File: config.mk
export PLATFORM = sky130hd
export DESIGN_NAME = gc_apb_poller_flat
export DESIGN_NICKNAME = d
export VERILOG_FILES = /design/src/rtl/gc_pkg.sv /design/src/rtl/gc_apb_poller_if.sv /design/src/rtl/gc_bit_timer.sv /design/src/rtl/gc_apb_poller.sv /design/src/flat_wrapper.sv
export SDC_FILE = /design/constraint.sdc
export NUM_CORES = 1
export LEC_CHECK = 0
export CORE_MARGIN = 3
export CORE_UTILIZATION = 58
export DETAILED_ROUTE_END_ITERATION = 16
export HOLD_SLACK_MARGIN = 0.1
export PLACE_DENSITY = 0.81
export SLEW_MARGIN = 20
export SYNTH_ARGS = -nofsm -noshare
export SYNTH_HDL_FRONTEND = slang
export SYNTH_SLANG_ARGS = --single-unit
File: constraint.sdc
create_clock -name SYSCLK -period 8.67 [get_ports SYSCLK]
set_clock_uncertainty 0.15 [all_clocks]
set_input_delay 0.867 -clock SYSCLK [delete_from_list [all_inputs] [get_ports SYSCLK]]
set_output_delay 0.867 -clock SYSCLK [all_outputs]
set_load 0.02 [all_outputs]
File: src/rtl/gc_pkg.sv
// gc_pkg: shared constants, register map and FSM encoding for the GameCube
// controller poller.
package gc_pkg;
   localparam logic [7:0] ADDR_CTRL    = 8'h00;
   localparam logic [7:0] ADDR_STATUS  = 8'h04;
   localparam logic [7:0] ADDR_DATA_HI = 8'h08;
   localparam logic [7:0] ADDR_DATA_LO = 8'h0C;

   localparam int CTRL_START  = 0;
   localparam int CTRL_RUMBLE = 1;
   localparam int CTRL_IRQ_EN = 2;

   localparam int ST_BUSY    = 0;
   localparam int ST_DONE    = 1;
   localparam int ST_TIMEOUT = 2;

   localparam logic [23:0] POLL_CMD = 24'h400300;
   localparam int CMD_BITS = 25;
   localparam int RSP_BITS = 64;

   // Bit-cell geometry in microseconds
   localparam int CELL_US   = 4;
   localparam int LONG_US   = 3;
   localparam int SHORT_US  = 1;
   localparam int SAMPLE_US = 2;

   localparam int TMR_W = 16;

   typedef enum logic [2:0] {
      IDLE,
      TX_BIT,
      RX_WAIT,
      RX_SAMPLE,
      COMMIT
   } gc_state_t;

   // Full 25-bit poll frame: 0x40, 0x03, 0x02|rumble, then the stop bit.
   function automatic logic [CMD_BITS-1:0] poll_cmd(input logic rumble);
      return {POLL_CMD | {16'h0000, 7'h01, rumble}, 1'b1};
   endfunction
endpackage

File: src/rtl/gc_apb_poller_if.sv
// gc_apb_poller_if: APB3 bus bundle between the MSS master and the poller.
interface gc_apb_poller_if;
   logic        PSEL;
   logic        PENABLE;
   logic        PWRITE;
   logic [7:0]  PADDR;
   logic [31:0] PWDATA;
   logic [31:0] PRDATA;
   logic        PREADY;
   logic        PSLVERR;

   modport slave (
      input  PSEL, PENABLE, PWRITE, PADDR, PWDATA,
      output PRDATA, PREADY, PSLVERR
   );

   modport master (
      output PSEL, PENABLE, PWRITE, PADDR, PWDATA,
      input  PRDATA, PREADY, PSLVERR
   );
endinterface

File: src/rtl/gc_bit_timer.sv
// gc_bit_timer: loadable down-counter; expire is high for the single cycle in
// which the count reaches 1, so a load of N fires N cycles after the load edge.
module gc_bit_timer
   import gc_pkg::*;
(
   input  logic             clk,
   input  logic             rst,
   input  logic             load,
   input  logic [TMR_W-1:0] len,
   output logic             expire
);
   logic [TMR_W-1:0] cnt;

   always_ff @(posedge clk or posedge rst) begin
      if (rst)
         cnt <= '0;
      else if (load)
         cnt <= len;
      else if (cnt != '0)
         cnt <= cnt - 1'b1;
   end

   assign expire = (cnt == TMR_W'(1));
endmodule

File: src/rtl/gc_apb_poller.sv
// gc_apb_poller: APB3 slave that polls a GameCube controller over its open-drain
// line, captures the 64-bit response and raises INT on completion or timeout.
module gc_apb_poller
   import gc_pkg::*;
#(
   parameter int CLK_PER_US = 10,
   parameter int TIMEOUT_US = 100
) (
   input  logic           SYSCLK,
   input  logic           SYSRESET,
   gc_apb_poller_if.slave apb,
   output logic           INT,
   input  logic           GC_DATA_IN,
   output logic           GC_DATA_OE
);
   localparam logic [TMR_W-1:0] T_CELL    = TMR_W'(CELL_US * CLK_PER_US);
   localparam logic [TMR_W-1:0] T_LONG    = TMR_W'(LONG_US * CLK_PER_US);
   localparam logic [TMR_W-1:0] T_SHORT   = TMR_W'(SHORT_US * CLK_PER_US);
   localparam logic [TMR_W-1:0] T_SAMPLE  = TMR_W'(SAMPLE_US * CLK_PER_US);
   localparam logic [TMR_W-1:0] T_TIMEOUT = TMR_W'(TIMEOUT_US * CLK_PER_US);
   localparam int TXC_W = $clog2(CMD_BITS);
   localparam int RXC_W = $clog2(RSP_BITS) + 1;

   gc_state_t state, state_nxt;

   logic                sync1, sync2, sync_prev, fall;
   logic [CMD_BITS-1:0] cmd_sr, cmd_new;
   logic [TXC_W-1:0]    tx_cnt;
   logic                tx_rel;
   logic [RSP_BITS-1:0] rx_sr;
   logic [RXC_W-1:0]    rx_cnt;
   logic [31:0]         data_hi, data_lo, rdata;
   logic                rumble, irq_en, done, timeout, busy;
   logic                acc, wr, rd, addr_ok, wr_ctrl, wr_stat, start;
   logic                bt_load, bt_exp, to_load, to_exp;
   logic [TMR_W-1:0]    bt_len;
   logic                tx_to_rel, tx_next, rx_shift, do_commit, do_timeout;
   logic                unused_pwdata;

   function automatic logic [TMR_W-1:0] low_len(input logic b);
      return b ? T_SHORT : T_LONG;
   endfunction

   gc_bit_timer u_bit_tmr (
      .clk(SYSCLK), .rst(SYSRESET), .load(bt_load), .len(bt_len), .expire(bt_exp)
   );
   gc_bit_timer u_to_tmr (
      .clk(SYSCLK), .rst(SYSRESET), .load(to_load), .len(T_TIMEOUT), .expire(to_exp)
   );

   // Line input is asynchronous: two-flop synchronizer plus one history flop.
   always_ff @(posedge SYSCLK or posedge SYSRESET) begin
      if (SYSRESET) begin
         sync1     <= 1'b0;
         sync2     <= 1'b0;
         sync_prev <= 1'b0;
      end else begin
         sync1     <= GC_DATA_IN;
         sync2     <= sync1;
         sync_prev <= sync2;
      end
   end
   assign fall = sync_prev & ~sync2;

   assign acc     = apb.PSEL & apb.PENABLE;
   assign wr      = acc & apb.PWRITE;
   assign rd      = acc & ~apb.PWRITE;
   assign wr_ctrl = wr & (apb.PADDR == ADDR_CTRL);
   assign wr_stat = wr & (apb.PADDR == ADDR_STATUS);
   assign busy    = (state != IDLE);
   assign start   = wr_ctrl & apb.PWDATA[CTRL_START] & ~busy;
   assign cmd_new = poll_cmd(apb.PWDATA[CTRL_RUMBLE]);
   assign unused_pwdata = ^apb.PWDATA[31:3];

   always_comb begin
      rdata   = '0;
      addr_ok = 1'b1;
      case (apb.PADDR)
         ADDR_CTRL: begin
            rdata[CTRL_RUMBLE] = rumble;
            rdata[CTRL_IRQ_EN] = irq_en;
         end
         ADDR_STATUS: begin
            rdata[ST_BUSY]    = busy;
            rdata[ST_DONE]    = done;
            rdata[ST_TIMEOUT] = timeout;
         end
         ADDR_DATA_HI: rdata = data_hi;
         ADDR_DATA_LO: rdata = data_lo;
         default:      addr_ok = 1'b0;
      endcase
   end

   assign apb.PRDATA  = (rd && addr_ok) ? rdata : '0;
   assign apb.PREADY  = 1'b1;
   assign apb.PSLVERR = acc & ~addr_ok;

   always_ff @(posedge SYSCLK or posedge SYSRESET) begin
      if (SYSRESET) state <= IDLE;
      else          state <= state_nxt;
   end

   always_comb begin
      state_nxt  = state;
      bt_load    = 1'b0;
      bt_len     = '0;
      to_load    = 1'b0;
      tx_to_rel  = 1'b0;
      tx_next    = 1'b0;
      rx_shift   = 1'b0;
      do_commit  = 1'b0;
      do_timeout = 1'b0;
      case (state)
         IDLE: if (start) begin
            state_nxt = TX_BIT;
            bt_load   = 1'b1;
            bt_len    = low_len(cmd_new[CMD_BITS-1]);
         end
         // Each cell is a driven-low phase followed by a released phase.
         TX_BIT: if (bt_exp) begin
            if (!tx_rel) begin
               tx_to_rel = 1'b1;
               bt_load   = 1'b1;
               bt_len    = T_CELL - low_len(cmd_sr[CMD_BITS-1]);
            end else if (tx_cnt == TXC_W'(CMD_BITS - 1)) begin
               state_nxt = RX_WAIT;
               to_load   = 1'b1;
            end else begin
               tx_next = 1'b1;
               bt_load = 1'b1;
               bt_len  = low_len(cmd_sr[CMD_BITS-2]);
            end
         end
         RX_WAIT: if (fall) begin
            state_nxt = RX_SAMPLE;
            bt_load   = 1'b1;
            bt_len    = T_SAMPLE;
            to_load   = 1'b1;
         end else if (to_exp) begin
            state_nxt  = IDLE;
            do_timeout = 1'b1;
         end
         RX_SAMPLE: if (bt_exp) begin
            rx_shift  = 1'b1;
            state_nxt = (rx_cnt == RXC_W'(RSP_BITS - 1)) ? COMMIT : RX_WAIT;
         end
         COMMIT: begin
            do_commit = 1'b1;
            state_nxt = IDLE;
         end
         default: state_nxt = IDLE;
      endcase
   end

   // Later assignments win: hardware set of DONE/TIMEOUT beats a same-cycle W1C.
   always_ff @(posedge SYSCLK or posedge SYSRESET) begin
      if (SYSRESET) begin
         cmd_sr  <= '0;
         tx_cnt  <= '0;
         tx_rel  <= 1'b0;
         rx_sr   <= '0;
         rx_cnt  <= '0;
         data_hi <= '0;
         data_lo <= '0;
         rumble  <= 1'b0;
         irq_en  <= 1'b0;
         done    <= 1'b0;
         timeout <= 1'b0;
         INT     <= 1'b0;
      end else begin
         if (wr_ctrl) begin
            rumble <= apb.PWDATA[CTRL_RUMBLE];
            irq_en <= apb.PWDATA[CTRL_IRQ_EN];
         end
         if (wr_stat && apb.PWDATA[ST_DONE])    done    <= 1'b0;
         if (wr_stat && apb.PWDATA[ST_TIMEOUT]) timeout <= 1'b0;
         if (start) begin
            cmd_sr  <= cmd_new;
            tx_cnt  <= '0;
            tx_rel  <= 1'b0;
            rx_cnt  <= '0;
            done    <= 1'b0;
            timeout <= 1'b0;
         end
         if (tx_to_rel) tx_rel <= 1'b1;
         if (tx_next) begin
            tx_rel <= 1'b0;
            cmd_sr <= {cmd_sr[CMD_BITS-2:0], 1'b0};
            tx_cnt <= tx_cnt + 1'b1;
         end
         if (rx_shift) begin
            rx_sr  <= {rx_sr[RSP_BITS-2:0], sync2};
            rx_cnt <= rx_cnt + 1'b1;
         end
         if (do_commit) begin
            data_hi <= rx_sr[63:32];
            data_lo <= rx_sr[31:0];
            done    <= 1'b1;
         end
         if (do_timeout) timeout <= 1'b1;
         INT <= irq_en & (done | timeout);
      end
   end

   assign GC_DATA_OE = (state == TX_BIT) & ~tx_rel;
endmodule

File: src/flat_wrapper.sv
// flat-port wrapper written by rule: the top's interface ports become plain ports
module gc_apb_poller_flat import gc_pkg::*;
#(
   parameter int CLK_PER_US = 10,
   parameter int TIMEOUT_US = 100
)
  (SYSCLK, SYSRESET, INT, GC_DATA_IN, GC_DATA_OE, apb_PSEL, apb_PENABLE, apb_PWRITE, apb_PADDR, apb_PWDATA, apb_PRDATA, apb_PREADY, apb_PSLVERR);
  gc_apb_poller_if apb_i ();
  input  logic SYSCLK;
  input  logic SYSRESET;
  output logic INT;
  input  logic GC_DATA_IN;
  output logic GC_DATA_OE;
  input wire logic [$bits(apb_i.PSEL)-1:0] apb_PSEL;
  input wire logic [$bits(apb_i.PENABLE)-1:0] apb_PENABLE;
  input wire logic [$bits(apb_i.PWRITE)-1:0] apb_PWRITE;
  input wire logic [$bits(apb_i.PADDR)-1:0] apb_PADDR;
  input wire logic [$bits(apb_i.PWDATA)-1:0] apb_PWDATA;
  output wire logic [$bits(apb_i.PRDATA)-1:0] apb_PRDATA;
  output wire logic [$bits(apb_i.PREADY)-1:0] apb_PREADY;
  output wire logic [$bits(apb_i.PSLVERR)-1:0] apb_PSLVERR;
  assign apb_i.PSEL = apb_PSEL;
  assign apb_i.PENABLE = apb_PENABLE;
  assign apb_i.PWRITE = apb_PWRITE;
  assign apb_i.PADDR = apb_PADDR;
  assign apb_i.PWDATA = apb_PWDATA;
  assign apb_PRDATA = apb_i.PRDATA;
  assign apb_PREADY = apb_i.PREADY;
  assign apb_PSLVERR = apb_i.PSLVERR;
  gc_apb_poller #(.CLK_PER_US(CLK_PER_US), .TIMEOUT_US(TIMEOUT_US)) u_core (.SYSCLK(SYSCLK), .SYSRESET(SYSRESET), .apb(apb_i), .INT(INT), .GC_DATA_IN(GC_DATA_IN), .GC_DATA_OE(GC_DATA_OE));
endmodule
# Yosys cells after proc, flatten, opt, wreduce, memory -nomap -nowiden
# Cells that the tools add are included.
# word_totals
mem_bits_ro	0
latch_bits	0
word_cells	137
register_bits	209
n_memories	0
mem_bits_rw	0
output_inout_bits	36
in_bits	46
# classes
bitwise	17
n_mux	63
multipliers	0
order_cmp	0
n_eq_ne	17
shifts	0
add_sub_neg	5
reduce_logical	17
div_mod_pow	0
# op_table
operator	n
16-bit two-way mux	7
29-bit case mux with 2 select lines	1
25-bit two-way mux	2
16-bit case mux with 3 select lines	1
16-bit by 1-bit == test with 1-bit output (second input constant)	2
32-bit two-way mux	1
16-bit nonzero test	2
16-bit by 1-bit subtractor with 16-bit output (second input constant)	2
1-bit two-way mux	30
5-bit two-way mux	6
3-bit two-way mux	8
8-bit by 4-bit == test with 1-bit output (second input constant)	2
6-bit by 16-bit subtractor with 16-bit output (first input constant)	1
7-bit two-way mux	2
3-bit case mux with 4 select lines	1
3-bit nonzero test	4
1-bit AND	11
2-bit by 1-bit != test with 1-bit output (second input constant)	5
8-bit by 3-bit == test with 1-bit output (second input constant)	1
8-bit zero test	1
2-bit case mux with 4 select lines	1
2-bit nonzero test	4
7-bit by 1-bit adder with 7-bit output (second input constant)	1
7-bit by 6-bit == test with 1-bit output (second input constant)	1
other kinds (14)	22

# Longest topological paths before layout
# depth
word_depth	8
ltp_mapped	9
depth_no_buf	7

# Cells and area by module
# Synthesis repeated with hierarchy kept, for this count alone.
# unflattened
cells_unflattened	907
hier_area_um2	9410.3
# modules_own_cells
module	cells_each	seq_area_each_um2	n_inst	area_per_inst_um2
gc_apb_poller	689	4429.2	1	7379.6
gc_bit_timer (u_core.u_to_tmr)	111	400.4	1	1023.5
gc_bit_timer (u_core.u_bit_tmr)	107	400.4	1	1007.2

# Least setup slack after synthesis
# OpenSTA, ideal clock, no wires.
# synth_timing
kind	input to output
from	in apb_PADDR[5]
to	out apb_PRDATA[21]
slack_ps	4989
t_required_ps	7653
path_buffers	2
arrival_time_ps	2664
path_stages	7
cell_sequence	or4_4 > nor2_1 > and3_1 > clkbuf_1 > clkbuf_1 > a22oi_1 > nor2_1
# synth_via
elab_chain_len	5
elab_cells_between_ends	9
cone_classes	3 x eq/ne; 3 x mux; 3 x reduce/logical
# synth_rtl
element	line	source
from (decl)	flat_wrapper.sv:17	input wire logic [$bits(apb_i.PADDR)-1:0] apb_PADDR;
8-bit by 4-bit == test with 1-bit output, or another cell as far along	gc_apb_poller.sv:78	case (apb.PADDR)
4-bit OR reduction (no source line)	-	
1-bit two-way mux	gc_apb_poller.sv:78	
1-bit logical AND	gc_apb_poller.sv:94	assign apb.PRDATA = (rd && addr_ok) ? rdata : '0;
32-bit two-way mux (*)	gc_apb_poller.sv:94	
to (decl)	flat_wrapper.sv:19	output wire logic [$bits(apb_i.PRDATA)-1:0] apb_PRDATA;
# Mark *: on every way between the ends. The rest lies on a longest branch, timed or not.

# Final worst setup path
# layout_timing
from	in apb_PADDR[5]
to	out apb_PRDATA[31]
# Same word-level chain as after synthesis.

==> impl_metrics.json <==
{
  "seq_area_um2": 5230,
  "cp_top_family": "buffers and inverters",
  "outcome": "completed",
  "detail_route.drc_violations": 0,
  "required_ns": 7.65,
  "grt_usage": 0.214,
  "grt_pass1_vias": 6465,
  "syn_area_per_cell_um2": 11.9,
  "cts_hold_buf": 0,
  "min_from": "u_core.sync1$_DFF_PP0_",
  "slowest_delay_ns": 0.64,
  "nets": 882,
  "io_buffers": 51,
  "yosysTopAreaCell": "dfrtp_1",
  "dieArea_um2": 17700,
  "fmax_mhz": 215,
  "synthTopCellsByArea": "dfrtp_1 (56%), mux2_2 (16%), nor2_1 (3.2%)",
  "clk_latency_ns": 0.50,
  "min_period_ns": 4.65,
  "yosysWarnings": 0,
  "coreArea_um2": 15500,
  "cts_buffers": 22,
  "finalSetupTns_ns": 0,
  "rsz0062_at_grt": "no",
  "cp_cell_sequence": "clkdlybuf4s50_1, or4_4, nor2_1, and3_1, buf_4, a22oi_1, nor2_1, clkdlybuf4s50_1",
  "first_pass_iters": 5,
  "crit_arrival_ns": 3.64,
  "area.growth.synth_to_final_pct": 14.9,
  "hpwl_mm": 11.2,
  "htreeDepth": 1,
  "crit_path_top_delay_cell": "clkdlybuf4s50_1",
  "vdd_ir_drop_max_mv": 0.206,
  "cts_tree": "done",
  "cts_resized": 0,
  "syn_area_um2": 9340,
  "ys_seq_area_frac": 0.560,
  "ant_nets": 0,
  "routedWlPerCell_um": 17.5,
  "clk_pin_slew_ns": 0.06,
  "final_util": 0.693,
  "wl_mm": 18.5,
  "async_flop_share": 1.00,
  "ys_ff_latch": 209,
  "cts_buffer_depth": 3,
  "vias": 6109,
  "num_rows": 45,
  "syn_nets": 840,
  "synth_cells": 785,
  "drive_above_1_share": 0.238,
  "grt_max_degree": 127,
  "fin_crit_sh": 0.537,
  "grt_overflow": 0,
  "ys.flop_type": "dfrtp_1",
  "cts-root-buf": "clkbuf_16",
  "worstReg2RegStart": "u_core.u_bit_tmr.cnt[9]$_DFFE_PP0P_",
  "maxCapViolCount": 0,
  "slew-limit-headroom": 0.279,
  "fp.dieH_um": 133,
  "cts_setup_buffers": 0,
  "final_max_slew_viol_count": 0,
  "antenna_found_initial": 0,
  "synth_edf_count": 0,
  "end_kind": "output port",
  "initial_core_util": 0.603,
  "start_kind": "primary input",
  "yosys-top-cells-count": "dfrtp_1 (209), mux2_2 (133), nor2_1 (79)",
  "nFillCells": 1068,
  "grt_pass1_wl_mm": 31.9,
  "critical_path_class": "in2out",
  "path_max_fanout": 29,
  "synth.most_common_cell": "dfrtp_1",
  "netlist.area_leader.share": 0.560,
  "viasPerCell": 5.80,
  "power_density_nw_per_um2": 233,
  "crit_start": "apb_PADDR[5]",
  "n_antenna_cell": 0,
  "multi_input_area_um2": 3840,
  "routabilityCongestion": 0.828,
  "hold_violations": 0,
  "setup-violations-final": 0,
  "tightest_slew_ns": 1.07,
  "synth_cell_types": 64,
  "ios": 82,
  "worstHoldPathType": "reg2reg",
  "die_w_um": 133,
  "cp.buffers_inverters": 3,
  "cts.sinks": 209,
  "drt_iter0_drc": 418,
  "power.leakage_uw": 0.00490
}
## area by class of cell
class	count	area share
Clock buffer	30	0.0569
Timing Repair Buffer	59	0.0550
Sequential cell	209	0.487
Multi-Input combinational cell	522	0.358
Clock inverter	10	0.0127
Tap cell	211	0.0246
Inverter	13	0.00525
## power by group
| part | internal [uW] | switching, uW |
|---|---|---|
| logic | 161 | 221 |
| registers | 1060 | 91.3 |
| clock network | 584 | 380 |
| total | 1800 | 692 |
## placed cells by master (no fill, tap or decap), types with 5 or more instances in the layout
master | netlist | final
mux2_2 | 133 | 133
nor2b_1 | 7 | 7
nor3_1 | 14 | 14
nor2_1 | 79 | 79
and2_1 | 5 | 5
o21ai_1 | 5 | 5
inv_1 | 13 | 12
a21oi_1 | 18 | 18
nand3_1 | 35 | 35
or4_1 | 6 | 5
nand2_1 | 69 | 69
a22oi_1 | 30 | 30
clkbuf_16 | 0 | 22
a22o_1 | 5 | 5
clkbuf_1 | 20 | 5
dfrtp_1 | 209 | 209
xnor2_1 | 20 | 20
clkinv_2 | 0 | 6
clkdlybuf4s50_1 | 0 | 51
o21ai_0 | 5 | 5
buf_4 | 9 | 7
ha_1 | 9 | 9
xor2_1 | 7 | 7
nand3b_1 | 5 | 5
## worst paths after layout
check | end | slack (ns) | cells past startpoint
max | apb_PRDATA[31] | 4.02 | 8
min | u_core.sync2$_DFF_PP0_ | 0.24 | 0
max reg2reg | u_core.rx_cnt[0]$_DFFE_PP0P_ | 5.54 | 6
min in group asynchronous | u_core.cmd_sr[4]$_DFFE_PP0P_ | 0.80 | 2
max in group asynchronous | u_core.data_hi[6]$_DFFE_PP0P_ | 6.31 | 4
min reg2reg | u_core.sync2$_DFF_PP0_ | 0.24 | 0
## per-stage QoR
step	power, uW	std cells	instance area [um^2]	worst slack [ns]	hold WS (ns)
floorplan	1440	785	9340	1.94	0.181
global placement	1500	1013	9950	4.09	0.237
detailed placement	1540	1013	9950	4.01	0.240
CTS	2510	1053	10700	4.00	0.257
global route	2620	1054	10700	3.84	0.245
finish	2500	1054	10700	4.02	0.238
## per-layer routing
layer  vias to the layer above  global-route usage  wire, um
met5                         -                   0         0
met4                         0              0.0514       330
met3                        22              0.0338       674
met2                       128               0.362      9270
met1                      3106               0.292      8220
li1                       2853                   -         -
## registers in the layout (all words and copies together), names as in the netlist
signal / cells
u_core.rx_cnt: 7
u_core.sync1: 1
u_core.tx_cnt: 5
u_core.INT: 1
u_core.timeout: 1
u_core.rx_sr: 64
u_core.done: 1
u_core.u_bit_tmr.cnt: 16
u_core.state: 3
u_core.data_lo: 32
u_core.sync2: 1
u_core.u_to_tmr.cnt: 16
u_core.irq_en: 1
u_core.tx_rel: 1
u_core.rumble: 1
u_core.cmd_sr: 25
u_core.sync_prev: 1
u_core.data_hi: 32
## logic make-up (layout without fill, tap and decap cells)
| kind of cell | Yosys count | after routing | share of synthesized area |
|---|---|---|---|
| DFF | 209 | 209 | 0.560 |
| muxes | 138 | 138 | 0.168 |
| other | 1 | 1 | 0.000401 |
| adders and majority gates | 9 | 9 | 0.0121 |
| buffers and inverters | 54 | 112 | 0.0303 |
| AOI/OAI and AO/OA | 85 | 85 | 0.0629 |
| xor gates and xnor gates | 27 | 27 | 0.0253 |
| and+or+nand+nor | 262 | 262 | 0.141 |
Note: power is estimated with default switching activity, not from simulation.
==> patch 1 (config.mk and constraints unchanged) <==
Set the package constant `RSP_BITS` to 128 (it was 64).
--- a/src/rtl/gc_pkg.sv
+++ b/src/rtl/gc_pkg.sv
@@ -16,7 +16,7 @@
 
    localparam logic [23:0] POLL_CMD = 24'h400300;
    localparam int CMD_BITS = 25;
-   localparam int RSP_BITS = 64;
+   localparam int RSP_BITS = 128;
 
    // Bit-cell geometry in microseconds
    localparam int CELL_US   = 4;
Function: no difference found for any inputs over 10 cycles, from zero or initial values and one cycle with SYSRESET high; that may be too few to reach the edited logic, so the function may still have changed.
==> patch 1 against the unedited design <==
Routed wire length decreased by 0.14%. Sequential share of layout area decreased by 0.56 points. Sequential cell count increased by 1. Fmax decreased by 3.4%. Cell area increased by 1.6%. Final cell count increased by 14%. Area after synthesis increased by 0.83%. First-iteration DRC count increased by 44%. Setup slack got worse by 160 ps.
Power is not compared: it rests on default switching activity, and its combinational part moved more than twofold at a synthesized area within 25%.
==> patch 1: results (changes against the unedited design) <==
hp-class: "reg -> reg"
antenna_found_initial: 0  # unchanged
cts_buffers: 22  # unchanged
outcome: "complete, no violations"
drt_iter0_drc: 603  # +44%
crit_fanout: 29  # unchanged
p_leak_nw: 5.26
track_usage: 0.208  # -0.00541
crit_end: "apb_PRDATA[3]"
postCtsSetupRepairBufs: 0  # unchanged
n_antenna_cell: 0  # unchanged
nets: 1028  # +17%
met2_length_mm: 8.63  # -6.9%
timing.final.crit_share: 0.556  # +0.0187
async_flop_share: 1.00  # unchanged
clkSlewWorstSetupHoldPaths_ps: 60  # about the same
ir_worst_vdd_mv: 0.134
first_global_vias: 6576  # +1.7%
clockBufferDepth: 3  # unchanged
htreeDepth: 1  # unchanged
synth.distinct_cells: 61  # -4.7%
gp_congestion: 0.842  # +1.7%
crit_start: "apb_PADDR[1]"
grt_pass1_wl_mm: 31.4  # -1.5%
rr_worst_depth: 5  # -1
reg2reg_to: "u_core.tx_cnt[2]"
wl_met1_mm: 8.71  # +5.9%
r2r_start: "u_core.u_bit_tmr.cnt[2]"
synth_warnings: 0  # unchanged
drtPass1Iterations: 5  # unchanged
seq_area_frac_synth: 0.558  # -0.00195
r2r_slack_ps: 5730  # +190 ps
route.met3.wl_microns: 741  # +9.9%
worstHoldStart: "u_core.sync1"
clk_latency_ps: 510
netlist_top_cells_area: "dfrtp_1 (56%), nand2_1 (10%), mux2_2 (8.1%)"
top_layer: "met4"
io_buffers: 51  # unchanged
post_cts_resized: 0  # unchanged
cts-root-buf: "clkbuf_16"
drive_gt1_frac: 0.142  # -0.0969
hold_path_depth: 0  # unchanged
tightest_slew_ps: 1040  # -36.5 ps
grt_max_degree: 153  # +20%
min_to: "u_core.sync2"
top_regs: "u_core.rx_sr: 64 flops, u_core.data_hi: 32 flops, u_core.data_lo: 32 flops"
num_vias: 6743  # +10%
cp_data_arrival_time_ps: 3800  # +160 ps
place_hpwl_mm: 11.1  # -0.71%
drt_wl_total_mm: 18.5  # -0.14%
place_ws_ps: 3850  # -162 ps
synth.cells.most_frequent: "nand2_1 (259), dfrtp_1 (210), nor2_1 (80)"
patch 1: layer usage:
| layer | GRT usage | up-vias |
|---|---|---|
| met4 | 0.0566 | 0 |
| li1 | - | 3245 |
| met3 | 0.0310 | 33 |
| met1 | 0.295 | 3338 |
| met5 | 0 | - |
| met2 | 0.341 | 127 |
patch 1: worst max-delay path, stage by stage:
cell and delay (ps):
clkdlybuf4s50_1 390, or4_1 660, nor3_1 370, and3b_1 220, buf_4 350, a22oi_1 170, nor2_1 150, clkdlybuf4s50_1 620
patch 1: metrics by stage:
step / instance area, sq um / cells / hold slack (ps)
6_report: 10900 / 1200 / 197
5_1_grt: 10900 / 1200 / 208
4_1_cts: 10900 / 1199 / 199
3_5_place_dp: 10100 / 1159 / 185
3_3_place_gp: 10100 / 1159 / 184
2_1_floorplan: 9420 / 940 / 181
patch 1: area by class of cell:
class / instances / area (sq um)
sequential: 210 / 5260
timing repair buffer: 61 / 606
tap: 211 / 264
fill: 1128 / 4630
multi-input combinational: 665 / 3900
clock buffer: 25 / 582
clock inverter: 15 / 243
inverter: 13 / 56.3
patch 1: report_power, final:
part           total, mW  switching, mW  internal [mW]
combinational     0.0370         0.0257         0.0113
clock               1.05          0.388          0.664
sequential         0.982       0.000954          0.981
total               2.07          0.414           1.66
patch 1: cell families after synthesis:
| group | Yosys count | share of synthesized area |
|---|---|---|
| AND/OR/NAND/NOR | 469 | 0.228 |
| flip-flops | 210 | 0.558 |
| AO/OA/AOI/OAI | 91 | 0.0630 |
| multiplexers | 71 | 0.0871 |
| buffers and inverters | 65 | 0.0296 |
| XOR/XNOR | 24 | 0.0223 |
| adder cells (fa/ha/maj) | 9 | 0.0120 |
| other | 1 | 0.000398 |
==> patch 2 (same flow settings) <==
Made on the original files. Register the output `apb.PSLVERR`, without a reset; this adds one clock of latency there.
--- a/src/rtl/gc_apb_poller.sv
+++ b/src/rtl/gc_apb_poller.sv
@@ -93,7 +93,9 @@
 
    assign apb.PRDATA  = (rd && addr_ok) ? rdata : '0;
    assign apb.PREADY  = 1'b1;
-   assign apb.PSLVERR = acc & ~addr_ok;
+   always_ff @(posedge SYSCLK) begin
+      apb.PSLVERR <= acc & ~addr_ok;
+   end
 
    always_ff @(posedge SYSCLK or posedge SYSRESET) begin
       if (SYSRESET) state <= IDLE;
Function: changed (Yosys sat finds a counterexample within 4 cycles, from zero or initial values and one cycle with SYSRESET high).
==> patch 2 against the unedited design <==
Area after synthesis fell by 0.52%. Critical path depth did not move. Routed wire length fell by 1.8%. Sequential cell count rose by 1. Cell area fell by 0.93%. Non-clock buffer count fell by 1. Setup slack got worse by 550 ps. Critical path type unchanged. Critical endpoint is now apb_PRDATA[4]. Largest cell class unchanged. Highest routed layer unchanged.
Power is not compared: it rests on default switching activity, and its combinational part moved more than twofold at a synthesized area within 25%.
==> patch 2: results (changes against the unedited design) <==
outcome: "complete, no violations"
first_global_vias: 6420  # -0.70%
track_usage: 0.210  # -0.00406
hold_path_depth: 0  # unchanged
synth_warnings: 0  # unchanged
drtPass1Iterations: 4  # -1
cpLargestDelayFamily: "simple AND/OR/NAND/NOR gates"
drive_gt1_frac: 0.230  # -0.00867
synthFlopType: "dfrtp_1"
hold-worst-slack_ps: 203  # -35.3 ps
buffer_area_frac: 0.0533  # -0.00172
nonClockInverterCount: 13  # unchanged
ir_worst_vdd_mv: 0.160
post_cts_resized: 0  # unchanged
grt_max_degree: 124  # -2.4%
syn_nets: 848  # +0.95%
gp_congestion: 0.826  # -0.21%
clk_latency_ps: 500  # about the same
postCtsSetupRepairBufs: 0  # unchanged
io_buffers: 51  # unchanged
netlist_top_cells_area: "dfrtp_1 (56%), mux2_2 (16%), nor2_1 (2.9%)"
cts_buffers: 22  # unchanged
buffers: 58  # -1.7%
clock_area_frac: 0.0649  # -0.00476
maxSlewHeadroom: 0.268  # -0.0109
dp.cells: 1015  # +0.20%
rr_worst_depth: 7  # +1
drt_iter0_drc: 401  # -4.1%
grt_pass1_wl_mm: 31.3  # -1.9%
crit_fanout: 24  # -17%
clock_buffers: 32  # +6.7%
r2r_slack_ps: 5600  # +60 ps
nets: 883  # +0.11%
slowest_stage: "nor4_1"
drt_wl_total_mm: 18.2  # -1.8%
n_antenna_cell: 1  # +1
r2r_start: "u_core.u_bit_tmr.cnt[0]"
fill_cells: 1108  # +3.7%
async_flop_share: 0.995  # -0.00476
place_hpwl_mm: 11.1  # -1.0%
clockBufferDepth: 3  # unchanged
seq_area_sq_mm: 0.00525  # +0.38%
fin_cells: 1052  # -0.19%
slowest_delay_ps: 670  # +30 ps
synth.distinct_cells: 52  # -19%
p_leak_nw: 4.99
multi_input_gates: 523  # +0.19%
cts_num_sinks: 210  # +0.48%
synth_area_per_cell_sq_um: 11.7  # -1.5%
viasPerCell: 5.80  # about the same
synth.cells.most_frequent: "dfrtp_1 (209), mux2_2 (132), nor2_1 (71)"
antenna_found_initial: 0  # unchanged
seq_area_frac_synth: 0.565  # +0.00509
multi_input_area_sq_mm: 0.00380  # -1.1%
cp_data_arrival_time_ps: 4190  # +550 ps
reg2reg_to: "u_core.u_bit_tmr.cnt[0]"
## patch 2: cell types whose count changed after synthesis, moves of 4 or more
cell      unedited run  this run
nand2_1             69        56
xor2_1               7         3
nor3_1              14        22
o21ai_0              5        18
buf_4                9         1
o21ai_1              5         1
a22o_1               5         0
clkbuf_1            20        33
nand3_1             35        45
or3_1                4        12
nor2_1              79        71
## patch 2: how the worst max path moves through the flow
stage	start	to	slack, ps	cells past startpoint
after floorplan	SYSRESET	u_core.INT	1940	1
after global placement	apb_PADDR[1]	apb_PRDATA[4]	3560	8
after detailed placement	apb_PADDR[1]	apb_PRDATA[4]	3490	8
after CTS	apb_PADDR[0]	apb_PRDATA[4]	3470	8
after global routing	apb_PADDR[1]	apb_PRDATA[4]	3270	8
final	apb_PADDR[5]	apb_PRDATA[4]	3460	8
## patch 2: stage by stage
step                       util  instance area [sq um]  setup WS [ps]
final                     0.689                  10600           3460
after global routing      0.689                  10600           3270
after CTS                 0.688                  10600           3470
after detailed placement  0.643                   9930           3490
after global placement    0.643                   9930           3560
after floorplan               -                   9290           1940
## patch 2: logic make-up (layout without fill, tap and decap cells)
family	after synthesis	count (layout)	synth area share
AOI/OAI and AO/OA	96	96	0.0674
muxes	135	135	0.163
other	1	2	0.000403
buffers and inverters	60	107	0.0291
DFF	210	210	0.565
and+or+nand+nor	260	260	0.142
adders and majority gates	9	9	0.0121
xor gates and xnor gates	22	22	0.0207
## patch 2: metal layers
metal	vias up	wire length [microns]	global-route usage
li1	2871	-	-
met5	-	0	0
met1	3095	7880	0.279
met3	27	612	0.0346
met2	108	9360	0.365
met4	0	313	0.0497
## patch 2: power breakdown
group | internal, mW | switching (mW) | total (mW)
logic | 0.00894 | 0.0241 | 0.0330
registers | 0.981 | 0.000512 | 0.982
clock network | 0.523 | 0.363 | 0.886
